<file path="config.mk">
export PLATFORM = sky130hd
export DESIGN_NAME = counter_mod_updown
export DESIGN_NICKNAME = d
export VERILOG_FILES = /design/src/rtl/counter_mod_updown.sv
export SDC_FILE = /design/constraint.sdc
export NUM_CORES = 1
export LEC_CHECK = 0
export CORE_AREA = 2 2 39 41
export CTS_CLUSTER_DIAMETER = 120
export DETAILED_ROUTE_END_ITERATION = 10
export DIE_AREA = 0 0 41 43
export GPL_TIMING_DRIVEN = 0
export PLACE_DENSITY = 0.58
export SYNTH_ARGS = -nofsm -noshare
export SYNTH_HDL_FRONTEND = slang
export SYNTH_SLANG_ARGS = --single-unit
</file>
<file path="constraint.sdc">
create_clock -name clk -period 3.4 [get_ports clk]
set_clock_uncertainty 0.05 [all_clocks]
set_input_delay 0.85 -clock clk [delete_from_list [all_inputs] [get_ports clk]]
set_output_delay 0.85 -clock clk [all_outputs]
set_load 0.02 [all_outputs]
</file>
<file path="src/rtl/counter_mod_updown.sv">
`default_nettype none
// ============================================================================
// Module   : counter_mod_updown
// Purpose  : Modulo-(MAX_VALUE+1) up/down counter with enable, clamped
//            synchronous load and registered one-cycle carry/borrow pulses.
//            Define COUNTER_MOD_UPDOWN_SAT_EN for saturating instead of wrapping.
// Revision : 1.0 - initial release
// ============================================================================
module counter_mod_updown #(
    parameter int WIDTH     = 4,
    parameter int MAX_VALUE = 2**WIDTH - 1
) (
    input  logic             clk,
    input  logic             reset,
    input  logic             enable,
    input  logic             up_down,
    input  logic             load,
    input  logic [WIDTH-1:0] load_value,
    output logic [WIDTH-1:0] value,
    output logic             carry_out,
    output logic             borrow_out,
    output logic             at_max,
    output logic             at_min
);

    localparam logic [WIDTH-1:0] c_MAX  = MAX_VALUE[WIDTH-1:0];
    localparam logic [WIDTH-1:0] c_ZERO = '0;
    localparam logic [WIDTH-1:0] c_ONE  = WIDTH'(1);

    logic [WIDTH-1:0] value_q;
    logic [WIDTH-1:0] value_d;
    logic             carry_q;
    logic             carry_d;
    logic             borrow_q;
    logic             borrow_d;

    logic             w_at_max;
    logic             w_at_min;

    assign w_at_max = (value_q == c_MAX);
    assign w_at_min = (value_q == c_ZERO);

    always_comb begin
        value_d  = value_q;
        carry_d  = 1'b0;
        borrow_d = 1'b0;
        if (load) begin
            value_d = (load_value > c_MAX) ? c_MAX : load_value;
        end else if (enable) begin
            if (up_down) begin
                // Terminal count is an explicit compare so non-power-of-2 moduli wrap correctly
                if (w_at_max) begin
                    carry_d = 1'b1;
`ifdef COUNTER_MOD_UPDOWN_SAT_EN
                    value_d = c_MAX;
`else
                    value_d = c_ZERO;
`endif
                end else begin
                    value_d = value_q + c_ONE;
                end
            end else begin
                if (w_at_min) begin
                    borrow_d = 1'b1;
`ifdef COUNTER_MOD_UPDOWN_SAT_EN
                    value_d = c_ZERO;
`else
                    value_d = c_MAX;
`endif
                end else begin
                    value_d = value_q - c_ONE;
                end
            end
        end
    end

    always_ff @(posedge clk) begin
        if (reset) begin
            value_q  <= c_ZERO;
            carry_q  <= 1'b0;
            borrow_q <= 1'b0;
        end else begin
            value_q  <= value_d;
            carry_q  <= carry_d;
            borrow_q <= borrow_d;
        end
    end

    assign value      = value_q;
    assign carry_out  = carry_q;
    assign borrow_out = borrow_q;
    assign at_max     = w_at_max;
    assign at_min     = w_at_min;

endmodule
`default_nettype wire

</file>
==> impl_summary.txt, run 1 <==
----------------------------------------------------
[CTS]
  Maximum buffer depth of the clock tree ... 2
  Number of buffers created by CTS ... 3
  Number of gates resized after cts ... 0
  CTS sink cnt ... 6
  Clock tree from TritonCTS ... yes
  Total number of H-tree levels ... 1
  CTS clk-pin slew, worst paths ... 0.05 ns
  Number of hold-repair buffers added at the cts stage ... 0
  Clock root buffer ... sky130_fd_sc_hd__clkbuf_4
  Post-CTS setup-driven buffer insertion count ... 0
  Clock insertion delay at the later pin of the skew report ... 0.26 ns

[Floorplanning]
  Chip height ... 43 um
  Die area ... 0.00176 sq mm
  IO Count ... 17
  Starting Density ... 27.3%
  Rows ... 14
  Floorplan Core Area ... 0.00138 sq mm
  Width of the chip ... 41 um

[Synthesis]
  Synth Cell Area ... roughly 380 sq um
  Number of storage elements in the synthesis netlist ... 6
  Yosys warning count ... 0
  Cell variety after synth ... 22
  Post-synthesis sequential area ratio ... 31.8%
  Number of instances in the synthesized netlist ... 46
  Avg Cell Area, Syn ... 8.21 sq um
  Syn Nets ... 57

[Worst setup path]
  Critical path's slowest cell ... sky130_fd_sc_hd__clkdlybuf4s50_1
  Worst path bufs/invs ... 2
  Gate family responsible for the most delay along the worst path ... buffers and inverters
  Worst Setup SP ... value[0]
  Depth of the worst register-to-register path ... 6
  Required time of the critical path ... 2.50 ns
  Slack of the worst reg-to-reg path ... 1.87 ns
  Endpoint of the worst-slack reg-to-reg timing path ... value[2]
  Worst Path Max Fanout ... 8
  Arrival time at the worst endpoint ... between 1.5 and 2 ns
  Crit end category ... output port
  Crit-path max cell delay ... 0.66 ns
  Worst reg2reg path startpoint ... value[0]
  CP Cell Sequence ... inv_1 -> ha_1 -> nor3b_1 -> clkdlybuf4s50_1
  Startpoint types ... flop
  Crit Path Class ... flop to output port

[Timing]
  Setup-failing EPs final ... 0
  Max-slew violation total from the final report ... 0
  Final Hold Vio Count ... 0
  Maximum operating frequency ... 0.363 GHz
  Final critical-path share of the clock period ... 81.1%
  Final hold slack ... 0.628 ns
  Post-layout min period ... 2.76 ns
  Worst Tran Pin Value ... 0.284 ns
  Unrepaired setup endpoints after global routing ... no
  Setup TNS ... 0 ns
  Tightest slew margin relative to the limit ... 81.0%

[Placed design]
  Number of buffer cells added on primary ports ... 15
  DPL Wire Length ... 643 um
  Total placed cells including tap cells ... 77
  RD Place Congestion ... just under 0.7

[Power and ir drop]
  Maximum VDD drop ... 0.000187 V
  Leakage power ... 0.235 nW
  Power per unit of standard cell area ... around 370 mW/mm^2

[Layout]
  Area Overhead vs Synth ... 51.0%
  Post-layout nets ... 77
  Finished Layout Cells ... 80
  Ratio of cells with drive above 1 in the final layout ... 12.5%
  FILL cells ... 148
  Antenna diode count ... 0

[Routing]
  Vias per cell ... between 4 and 5
  Detail Route Antenna Nets ... 0
  Length of the first detailed-routing pass in iterations ... 4
  Overall via count from detail_route ... about 370
  Residual DRC ... 0
  Number of DRC markers in iteration 0 ... 5
  Detailed Route WL ... 842 um
  Detailed-route wire length per cell ... roughly 11 um

[Hold path]
  Path category of the worst min-delay check ... flop to flop
  Worst-case hold path end point ... value[2]
  Worst Min Path Start ... value[2]
  Cells on Worst Hold Path ... 2

[Global routing]
  Total grt overflow ... 0
  Number of antenna violations at the first check in global routing ... 0
  Total global-route track usage ... 12.7%
  Wire length of the first global-routing pass ... 1350 um
  Via count of the first global-routing pass ... roughly 320
  Largest net degree at the start of global routing ... 10

[Run]
  Max-Cap Viols ... 0

[Status]
  Status ... complete, no violations

----------------------------------------------------
-- routing by layer --
| metal | global-route usage, % | part of all wire [%] | up-vias |
|---|---|---|---|
| li1 | - | - | 194 |
| met1 | 13.4 | 40 | 161 |
| met2 | 16.3 | 47 | 13 |
| met3 | 6.28 | 8.0 | 4 |
| met4 | 14.0 | 5.1 | 0 |
| met5 | 0 | 0 | - |
-- worst min-delay path: stages (launching register included) --
cell and delay, ns:
sky130_fd_sc_hd__dfxtp_1 0.37, sky130_fd_sc_hd__xnor2_1 0.18, sky130_fd_sc_hd__o21a_1 0.10
-- registers in the layout, indices dropped and copies added (netlist names) --
name and flops:
value 4, borrow_out 1, carry_out 1
-- kinds of logic (layout without fill, tap and decap cells) --
family                     count (synthesis)  after routing  share of synthesized area [%]
xor gates and xnor gates                   3              3                           6.95
AOI/OAI and AO/OA                         12             12                           19.9
buffers and inverters                      5             23                           5.96
and+or+nand+nor                           16             16                           22.2
muxes                                      2              2                           6.62
DFF                                        6              6                           31.8
adders and majority gates                  2              2                           6.62
-- placed cells by master, fill, tap and decap left out, types with 2 or more instances in the layout --
master                            synthesis  layout
sky130_fd_sc_hd__a21oi_1                  5       5
sky130_fd_sc_hd__and3_1                   2       2
sky130_fd_sc_hd__clkbuf_4                 0       3
sky130_fd_sc_hd__clkdlybuf4s50_1          0      15
sky130_fd_sc_hd__dfxtp_1                  6       6
sky130_fd_sc_hd__ha_1                     2       2
sky130_fd_sc_hd__inv_1                    4       4
sky130_fd_sc_hd__nand2_1                  3       3
sky130_fd_sc_hd__nor2_1                   4       4
sky130_fd_sc_hd__nor2b_1                  3       3
sky130_fd_sc_hd__o21ai_0                  2       2
sky130_fd_sc_hd__xnor2_1                  3       3
-- layout make-up --
class	instances	area (sq um)	share of cell area, %
sequential	6	120	21.1
timing repair buffer	15	150	26.3
multi-input combinational	35	235	41.2
clock buffer	3	22.5	3.95
tap	16	20.0	3.51
buffer	1	7.51	1.32
inverter	4	15.0	2.63
-- per-stage QoR --
| stage | setup WS, ns | util, % | total power [W] | area (sq um) |
|---|---|---|---|---|
| after CTS | 0.660 | 41.2 | 0.000215 | 571 |
| final | 0.643 | 41.2 | 0.000212 | 571 |
| after floorplan | 1.25 | - | 0.000118 | 378 |
| after detailed placement | 0.941 | 39.6 | 0.000145 | 548 |
| after global placement | 0.949 | 39.6 | 0.000145 | 548 |
| after global routing | 0.510 | 41.2 | 0.000225 | 571 |
-- where the power goes --
group          switching, W  internal (W)   total, W
Sequential       0.00000816     0.0000748  0.0000830
Combinational     0.0000259     0.0000344  0.0000603
Clock             0.0000290     0.0000401  0.0000691
Total             0.0000630      0.000149   0.000212
-- how the worst max path moves through the flow --
stage          endpoint  cells after the start
6_report         at_min                      4
5_1_grt          at_min                      4
4_1_cts          at_min                      4
3_5_place_dp     at_min                      4
3_3_place_gp     at_min                      4
2_1_floorplan    at_min                      3
-- synthesized netlist by cell type --
cell	instances	area share [%]
sky130_fd_sc_hd__mux2_4	1	4.0
sky130_fd_sc_hd__o21ai_0	2	2.6
sky130_fd_sc_hd__nor2b_1	3	5.0
sky130_fd_sc_hd__nor3_1	1	1.3
sky130_fd_sc_hd__ha_1	2	6.6
sky130_fd_sc_hd__xnor2_1	3	7.0
sky130_fd_sc_hd__nor3b_1	1	2.0
sky130_fd_sc_hd__nor2_1	4	4.0
sky130_fd_sc_hd__nand2_2	1	1.7
sky130_fd_sc_hd__o221ai_1	1	2.3
sky130_fd_sc_hd__o31ai_1	1	2.0
sky130_fd_sc_hd__and3_1	2	3.3
sky130_fd_sc_hd__a21oi_1	5	6.6
sky130_fd_sc_hd__o21a_1	1	2.0
sky130_fd_sc_hd__buf_4	1	2.0
sky130_fd_sc_hd__a31oi_1	1	1.7
sky130_fd_sc_hd__nand2_1	3	3.0
sky130_fd_sc_hd__mux2i_1	1	2.6
sky130_fd_sc_hd__and3_2	1	2.0
sky130_fd_sc_hd__o21ba_2	1	2.6
sky130_fd_sc_hd__dfxtp_1	6	32
sky130_fd_sc_hd__inv_1	4	4.0
No activity file was read; power rests on OpenSTA's default activity.
==> inputs of run 2 (changes only) <==
clock period = 2.6 ns   (was 3.4 ns; I/O delays follow)
==> impl_summary.txt, run 2 (synthesized netlist as in run 1, its figures left out) <==
----------------------------------------------------
[Power and ir drop]
  Switching share of power ... 29.7% (about the same)
  Proportion of power drawn by the clock network ... 32.5% (about the same)
  Total internal power ... 0.000195 W (+30%)
  Maximum VDD drop ... 0.000244 V (+31%)
  Power per unit of standard cell area ... 484 mW/mm^2 (+30%)
  Leakage power ... 0.247 nW (+5.1%)
  Overall power consumption ... 0.000277 W (+30%)
  Gate power share ... 28.3% (about the same)
  Switching power summed over all nets ... 0.0000822 W (+30%)
  Part of the power in registers ... 39.2% (about the same)

[Floorplanning]
  Chip height ... 43 um (unchanged)
  Die area ... 0.00176 sq mm (unchanged)
  Rows ... 14 (unchanged)
  Starting Density ... 27.3% (unchanged)
  IO Count ... 17 (unchanged)
  Floorplan Core Area ... 0.00138 sq mm (unchanged)
  Width of the chip ... 41 um (unchanged)

[Routing]
  Detailed-route wire length per cell ... 10.6 um (+0.48%)
  Detail Route Antenna Nets ... 0 (unchanged)
  Detailed Route WL ... 846 um (+0.48%)
  Overall via count from detail_route ... 375 (+0.81%)
  Vias per cell ... 4.69 (+0.81%)
  Number of DRC markers in iteration 0 ... 2 (-3)
  Length of the first detailed-routing pass in iterations ... 3 (-1)
  Residual DRC ... 0 (unchanged)

[Layout]
  Antenna diode count ... 0 (unchanged)
  Ratio of cells with drive above 1 in the final layout ... 12.5% (unchanged)
  Area Overhead vs Synth ... 51.7%
  Top library cells by usage in the layout, fill and taps aside ... sky130_fd_sc_hd__clkdlybuf4s50_1, sky130_fd_sc_hd__dfxtp_1, sky130_fd_sc_hd__a21oi_1
  Post-layout nets ... 77 (unchanged)
  Core utilization of the finished layout ... 41.4% (+0.18 points)
  Storage cell area ... 120 sq um (unchanged)
  Commonest non-fill, non-tap cell in the layout ... sky130_fd_sc_hd__clkdlybuf4s50_1
  FILL cells ... 147 (-0.68%)
  Max reg flops ... 4 (unchanged)
  Area occupied by multi-input gates ... 235 sq um (unchanged)

[Timing]
  Final critical-path share of the clock period ... 94.5%
  Post-layout min period ... 2.46 ns
  Unrepaired setup endpoints after global routing ... no
  Setup-failing EPs final ... 0 (unchanged)
  Max-slew violation total from the final report ... 0 (unchanged)
  Maximum operating frequency ... 0.407 GHz
  Worst Tran Pin Value ... 0.279 ns (-0.00506 ns)
  Setup TNS ... 0 ns (unchanged)
  Final Hold Vio Count ... 0 (unchanged)
  Tightest slew margin relative to the limit ... 81.3% (+0.34 points)

[Hold path]
  Path category of the worst min-delay check ... flop to flop

[CTS]
  Clock root buffer ... sky130_fd_sc_hd__clkbuf_4
  Clock insertion delay at the later pin of the skew report ... 0.26 ns (about the same)
  Clock tree from TritonCTS ... yes
  CTS sink cnt ... 6 (unchanged)
  CTS clk-pin slew, worst paths ... 0.05 ns (about the same)
  Maximum buffer depth of the clock tree ... 2 (unchanged)
  Number of buffers created by CTS ... 3 (unchanged)
  Total number of H-tree levels ... 1 (unchanged)

[Placed design]
  Number of buffer cells added on primary ports ... 15 (unchanged)
  RD Place Congestion ... 0.683 (unchanged)
  DPL Wire Length ... 643 um (unchanged)

[Worst setup path]
  Crit Path Class ... flop to output port
  Required time of the critical path ... 1.90 ns (-0.60 ns)
  Startpoint types ... flop
  Worst Path Max Fanout ... 8 (unchanged)
  Crit end category ... output port
  Arrival time at the worst endpoint ... 1.76 ns (-0.10 ns)

[Run]
  Max-Cap Viols ... 0 (unchanged)

[Global routing]
  Via count of the first global-routing pass ... 321 (unchanged)
  Total global-route track usage ... 12.7% (unchanged)
  Wire length of the first global-routing pass ... 1350 um (unchanged)
  Number of antenna violations at the first check in global routing ... 0 (unchanged)
  Largest net degree at the start of global routing ... 10 (unchanged)
  Total grt overflow ... 0 (unchanged)

[Status]
  Status ... complete, no violations

----------------------------------------------------
[run 2: cell count changes in the layout (fill, tap and decap cells not counted)]
| cell | change |
|---|---|
| sky130_fd_sc_hd__clkdlybuf4s50_1 | -1 |
| sky130_fd_sc_hd__dlymetal6s2s_1 | +1 |
[run 2: final timing paths]
check / startpoint / to / slack [ns] / depth (start not counted)
max reg2reg: value[0] / value[2] / 1.08 / 6
min: value[2] / value[2] / 0.63 / 2
max: value[0] / at_max / 0.14 / 3
min reg2reg: value[2] / value[2] / 0.63 / 2
[run 2: through the flow]
step | setup WS (ns) | hold WS (ns) | instance area (sq um) | std cells
2_1_floorplan | 0.650 | 0.652 | 378 | 46
3_3_place_gp | 0.349 | 0.625 | 548 | 77
3_5_place_dp | 0.341 | 0.614 | 548 | 77
4_1_cts | 0.0600 | 0.627 | 571 | 80
5_1_grt | 0.0426 | 0.635 | 573 | 80
6_report | 0.144 | 0.629 | 573 | 80
[run 2: layer usage]
layer / part of all wire [%] / vias up / global-route usage [%]
met4: 5.1 / 0 / 14.0
met2: 47 / 13 / 16.3
li1: - / 194 / -
met3: 8.2 / 4 / 6.28
met5: 0 / - / 0
met1: 39 / 164 / 13.4
[run 2: what timing repair did]
item | CTS | global route
hold buffers | 0 | 0
gates resized for setup | 0 | 1
endpoints found under the setup margin | 0 | 1
setup buffers | 0 | 0
[run 2: power by group through the flow]
stage | clock network (W) | registers [W] | logic (W)
after CTS | 0.0000934 | 0.000109 | 0.0000796
after floorplan | 0 | 0.000115 | 0.0000392
after global routing | 0.0000978 | 0.000110 | 0.0000856
after global placement | 0 | 0.000110 | 0.0000787
final | 0.0000902 | 0.000109 | 0.0000783
after detailed placement | 0 | 0.000110 | 0.0000795
[run 2: layout make-up]
type                       instances  area share [%]
timing repair buffer              15            26.6
inverter                           4            2.62
multi-input combinational         35            41.0
buffer                             1            1.31
tap                               16            3.49
clock buffer                       3            3.93
sequential                         6            21.0
[run 2: worst max-delay path: stages (launching register included)]
cell and delay [ns]:
sky130_fd_sc_hd__dfxtp_1 0.47, sky130_fd_sc_hd__ha_1 0.24, sky130_fd_sc_hd__and3_1 0.18, sky130_fd_sc_hd__clkdlybuf4s50_1 0.60
==> inputs of run 3 (changes only) <==
CTS_BUF_LIST = sky130_fd_sc_hd__clkbuf_16   (was unset)
TNS_END_PERCENT = 1   (was unset)
clock period = 2.9 ns   (was 2.6 ns; I/O delays follow)
==> impl_summary.txt, run 3 (synthesized netlist as in run 1, its figures left out) <==
----------------------------------------------------
[Timing]
  Setup TNS ... 0 ns (unchanged)
  Worst Tran Pin Value ... 0.281 ns (+0.00133 ns)
  Post-layout min period ... 2.60 ns
  Tightest slew margin relative to the limit ... 81.3% (-0.089 points)
  Final Hold Vio Count ... 0 (unchanged)
  Final hold slack ... 0.626 ns (-0.00276 ns)
  Max-slew violation total from the final report ... 0 (unchanged)
  Final critical-path share of the clock period ... 89.6%
  Setup-failing EPs final ... 0 (unchanged)
  Unrepaired setup endpoints after global routing ... no
  Final setup slack of the worst path ... 0.302 ns (+0.158 ns)
  Maximum operating frequency ... 0.385 GHz

[Layout]
  Ratio of cells with drive above 1 in the final layout ... 12.5% (unchanged)
  FILL cells ... 143 (-2.7%)
  Post-layout nets ... 77 (unchanged)
  Antenna diode count ... 0 (unchanged)
  Cell area after layout ... 623 sq um (+8.7%)
  Area Overhead vs Synth ... 64.9%
  Max reg flops ... 4 (unchanged)
  Area occupied by multi-input gates ... 235 sq um (unchanged)
  Top library cells by usage in the layout, fill and taps aside ... sky130_fd_sc_hd__clkdlybuf4s50_1, sky130_fd_sc_hd__dfxtp_1, sky130_fd_sc_hd__a21oi_1
  Commonest non-fill, non-tap cell in the layout ... sky130_fd_sc_hd__clkdlybuf4s50_1
  Storage cell area ... 120 sq um (unchanged)

[Routing]
  Vias per cell ... 4.73 (+0.80%)
  Detailed-route wire length per cell ... 10.8 um (+2.0%)
  Length of the first detailed-routing pass in iterations ... 4 (+1)
  Detail Route Antenna Nets ... 0 (unchanged)
  Residual DRC ... 0 (unchanged)
  Number of DRC markers in iteration 0 ... 6 (+4)
  Detailed Route WL ... 863 um (+2.0%)
  Overall via count from detail_route ... 378 (+0.80%)

[Worst setup path]
  Worst Path Max Fanout ... 8 (unchanged)
  Arrival time at the worst endpoint ... 1.82 ns (+0.06 ns)
  Depth of the worst register-to-register path ... 6 (unchanged)
  Startpoint types ... flop
  Crit end category ... output port
  Crit Path Class ... flop to output port
  Required time of the critical path ... 2.12 ns (+0.22 ns)

[Power and ir drop]
  Maximum VDD drop ... 0.000312 V (+28%)
  Power per unit of standard cell area ... 633 mW/mm^2 (+31%)
  Leakage power ... 0.258 nW (+4.5%)
  Overall power consumption ... 0.000394 W (+42%)

[Global routing]
  Highest-utilization routing layer at the global route stage ... met2
  Met2 Use GR ... 17.8% (+1.6 points)
  Number of antenna violations at the first check in global routing ... 0 (unchanged)
  Largest net degree at the start of global routing ... 10 (unchanged)
  Wire length of the first global-routing pass ... 1410 um (+4.6%)
  Via count of the first global-routing pass ... 336 (+4.7%)
  Total grt overflow ... 0 (unchanged)
  Total global-route track usage ... 13.9% (+1.2 points)
  Met1 Track Usage GR ... 12.8% (-0.64 points)
  Met3 Track Usage GR ... 9.42% (+3.1 points)

[CTS]
  Number of gates resized after cts ... 0 (unchanged)
  Clock insertion delay at the later pin of the skew report ... 0.23 ns (-0.03 ns)
  Maximum buffer depth of the clock tree ... 2 (unchanged)
  CTS sink cnt ... 6 (unchanged)
  Number of hold-repair buffers added at the cts stage ... 0 (unchanged)
  Total number of H-tree levels ... 1 (unchanged)
  CTS clk-pin slew, worst paths ... 0.03 ns (-0.02 ns)
  Clock tree from TritonCTS ... yes
  Post-CTS setup-driven buffer insertion count ... 0 (unchanged)
  Clock root buffer ... sky130_fd_sc_hd__clkbuf_16
  Number of buffers created by CTS ... 3 (unchanged)

[Floorplanning]
  IO Count ... 17 (unchanged)
  Width of the chip ... 41 um (unchanged)
  Starting Density ... 27.3% (unchanged)
  Rows ... 14 (unchanged)
  Floorplan Core Area ... 0.00138 sq mm (unchanged)
  Die area ... 0.00176 sq mm (unchanged)
  Chip height ... 43 um (unchanged)

[Hold path]
  Cells on Worst Hold Path ... 2 (unchanged)
  Path category of the worst min-delay check ... flop to flop

[Run]
  Max-Cap Viols ... 0 (unchanged)

[Placed design]
  DPL Wire Length ... 643 um (unchanged)
  Number of buffer cells added on primary ports ... 15 (unchanged)
  Minimum setup slack after placement ... 0.566 ns (+0.225 ns)
  Placed cell areas ... 548 sq um (unchanged)
  RD Place Congestion ... 0.683 (unchanged)

[Status]
  Status ... complete, no violations

----------------------------------------------------
-- run 3: changes by cell type in the layout (fill, tap and decap cells not counted) --
cell                              before  now
sky130_fd_sc_hd__clkbuf_4              3    0
sky130_fd_sc_hd__clkbuf_16             0    3
sky130_fd_sc_hd__dlymetal6s2s_1        1    0
sky130_fd_sc_hd__clkdlybuf4s50_1      14   15
-- run 3: metrics by stage --
| step | utilization (%) | std cells |
|---|---|---|
| after floorplan | - | 46 |
| after global placement | 39.6 | 77 |
| after detailed placement | 39.6 | 77 |
| after CTS | 45.0 | 80 |
| after global routing | 45.0 | 80 |
| final | 45.0 | 80 |
-- run 3: worst max-delay path: stages, from the launching register on --
cell	delay [ns]
sky130_fd_sc_hd__dfxtp_1	0.38
sky130_fd_sc_hd__inv_1	0.09
sky130_fd_sc_hd__ha_1	0.19
sky130_fd_sc_hd__nor3b_1	0.28
sky130_fd_sc_hd__clkdlybuf4s50_1	0.66
-- run 3: final cells by class --
| class | count | area share, % |
|---|---|---|
| Clock buffer | 3 | 12.0 |
| Multi-Input combinational cell | 35 | 37.8 |
| Sequential cell | 6 | 19.3 |
| Tap cell | 16 | 3.21 |
| Buffer | 1 | 1.20 |
| Inverter | 4 | 2.41 |
| Timing Repair Buffer | 15 | 24.1 |
-- run 3: per-layer routing --
metal,wire (um),vias up
met5,0,-
met2,417,13
met1,326,167
met3,72,5
met4,46,0
li1,-,193
-- run 3: worst paths after layout --
check | from | endpoint | slack [ns]
worst max register to register | value[0] | value[2] | 1.39
worst min-delay path | value[2] | value[2] | 0.63
worst min register to register | value[2] | value[2] | 0.63
worst max-delay path | value[0] | at_min | 0.30
-- run 3: power breakdown --
| part | internal (W) | leakage (nW) | switching, W |
|---|---|---|---|
| Combinational | 0.0000404 | 0.171 | 0.0000307 |
| Clock | 0.000177 | 0.0370 | 0.0000484 |
| Sequential | 0.0000881 | 0.0494 | 0.00000957 |
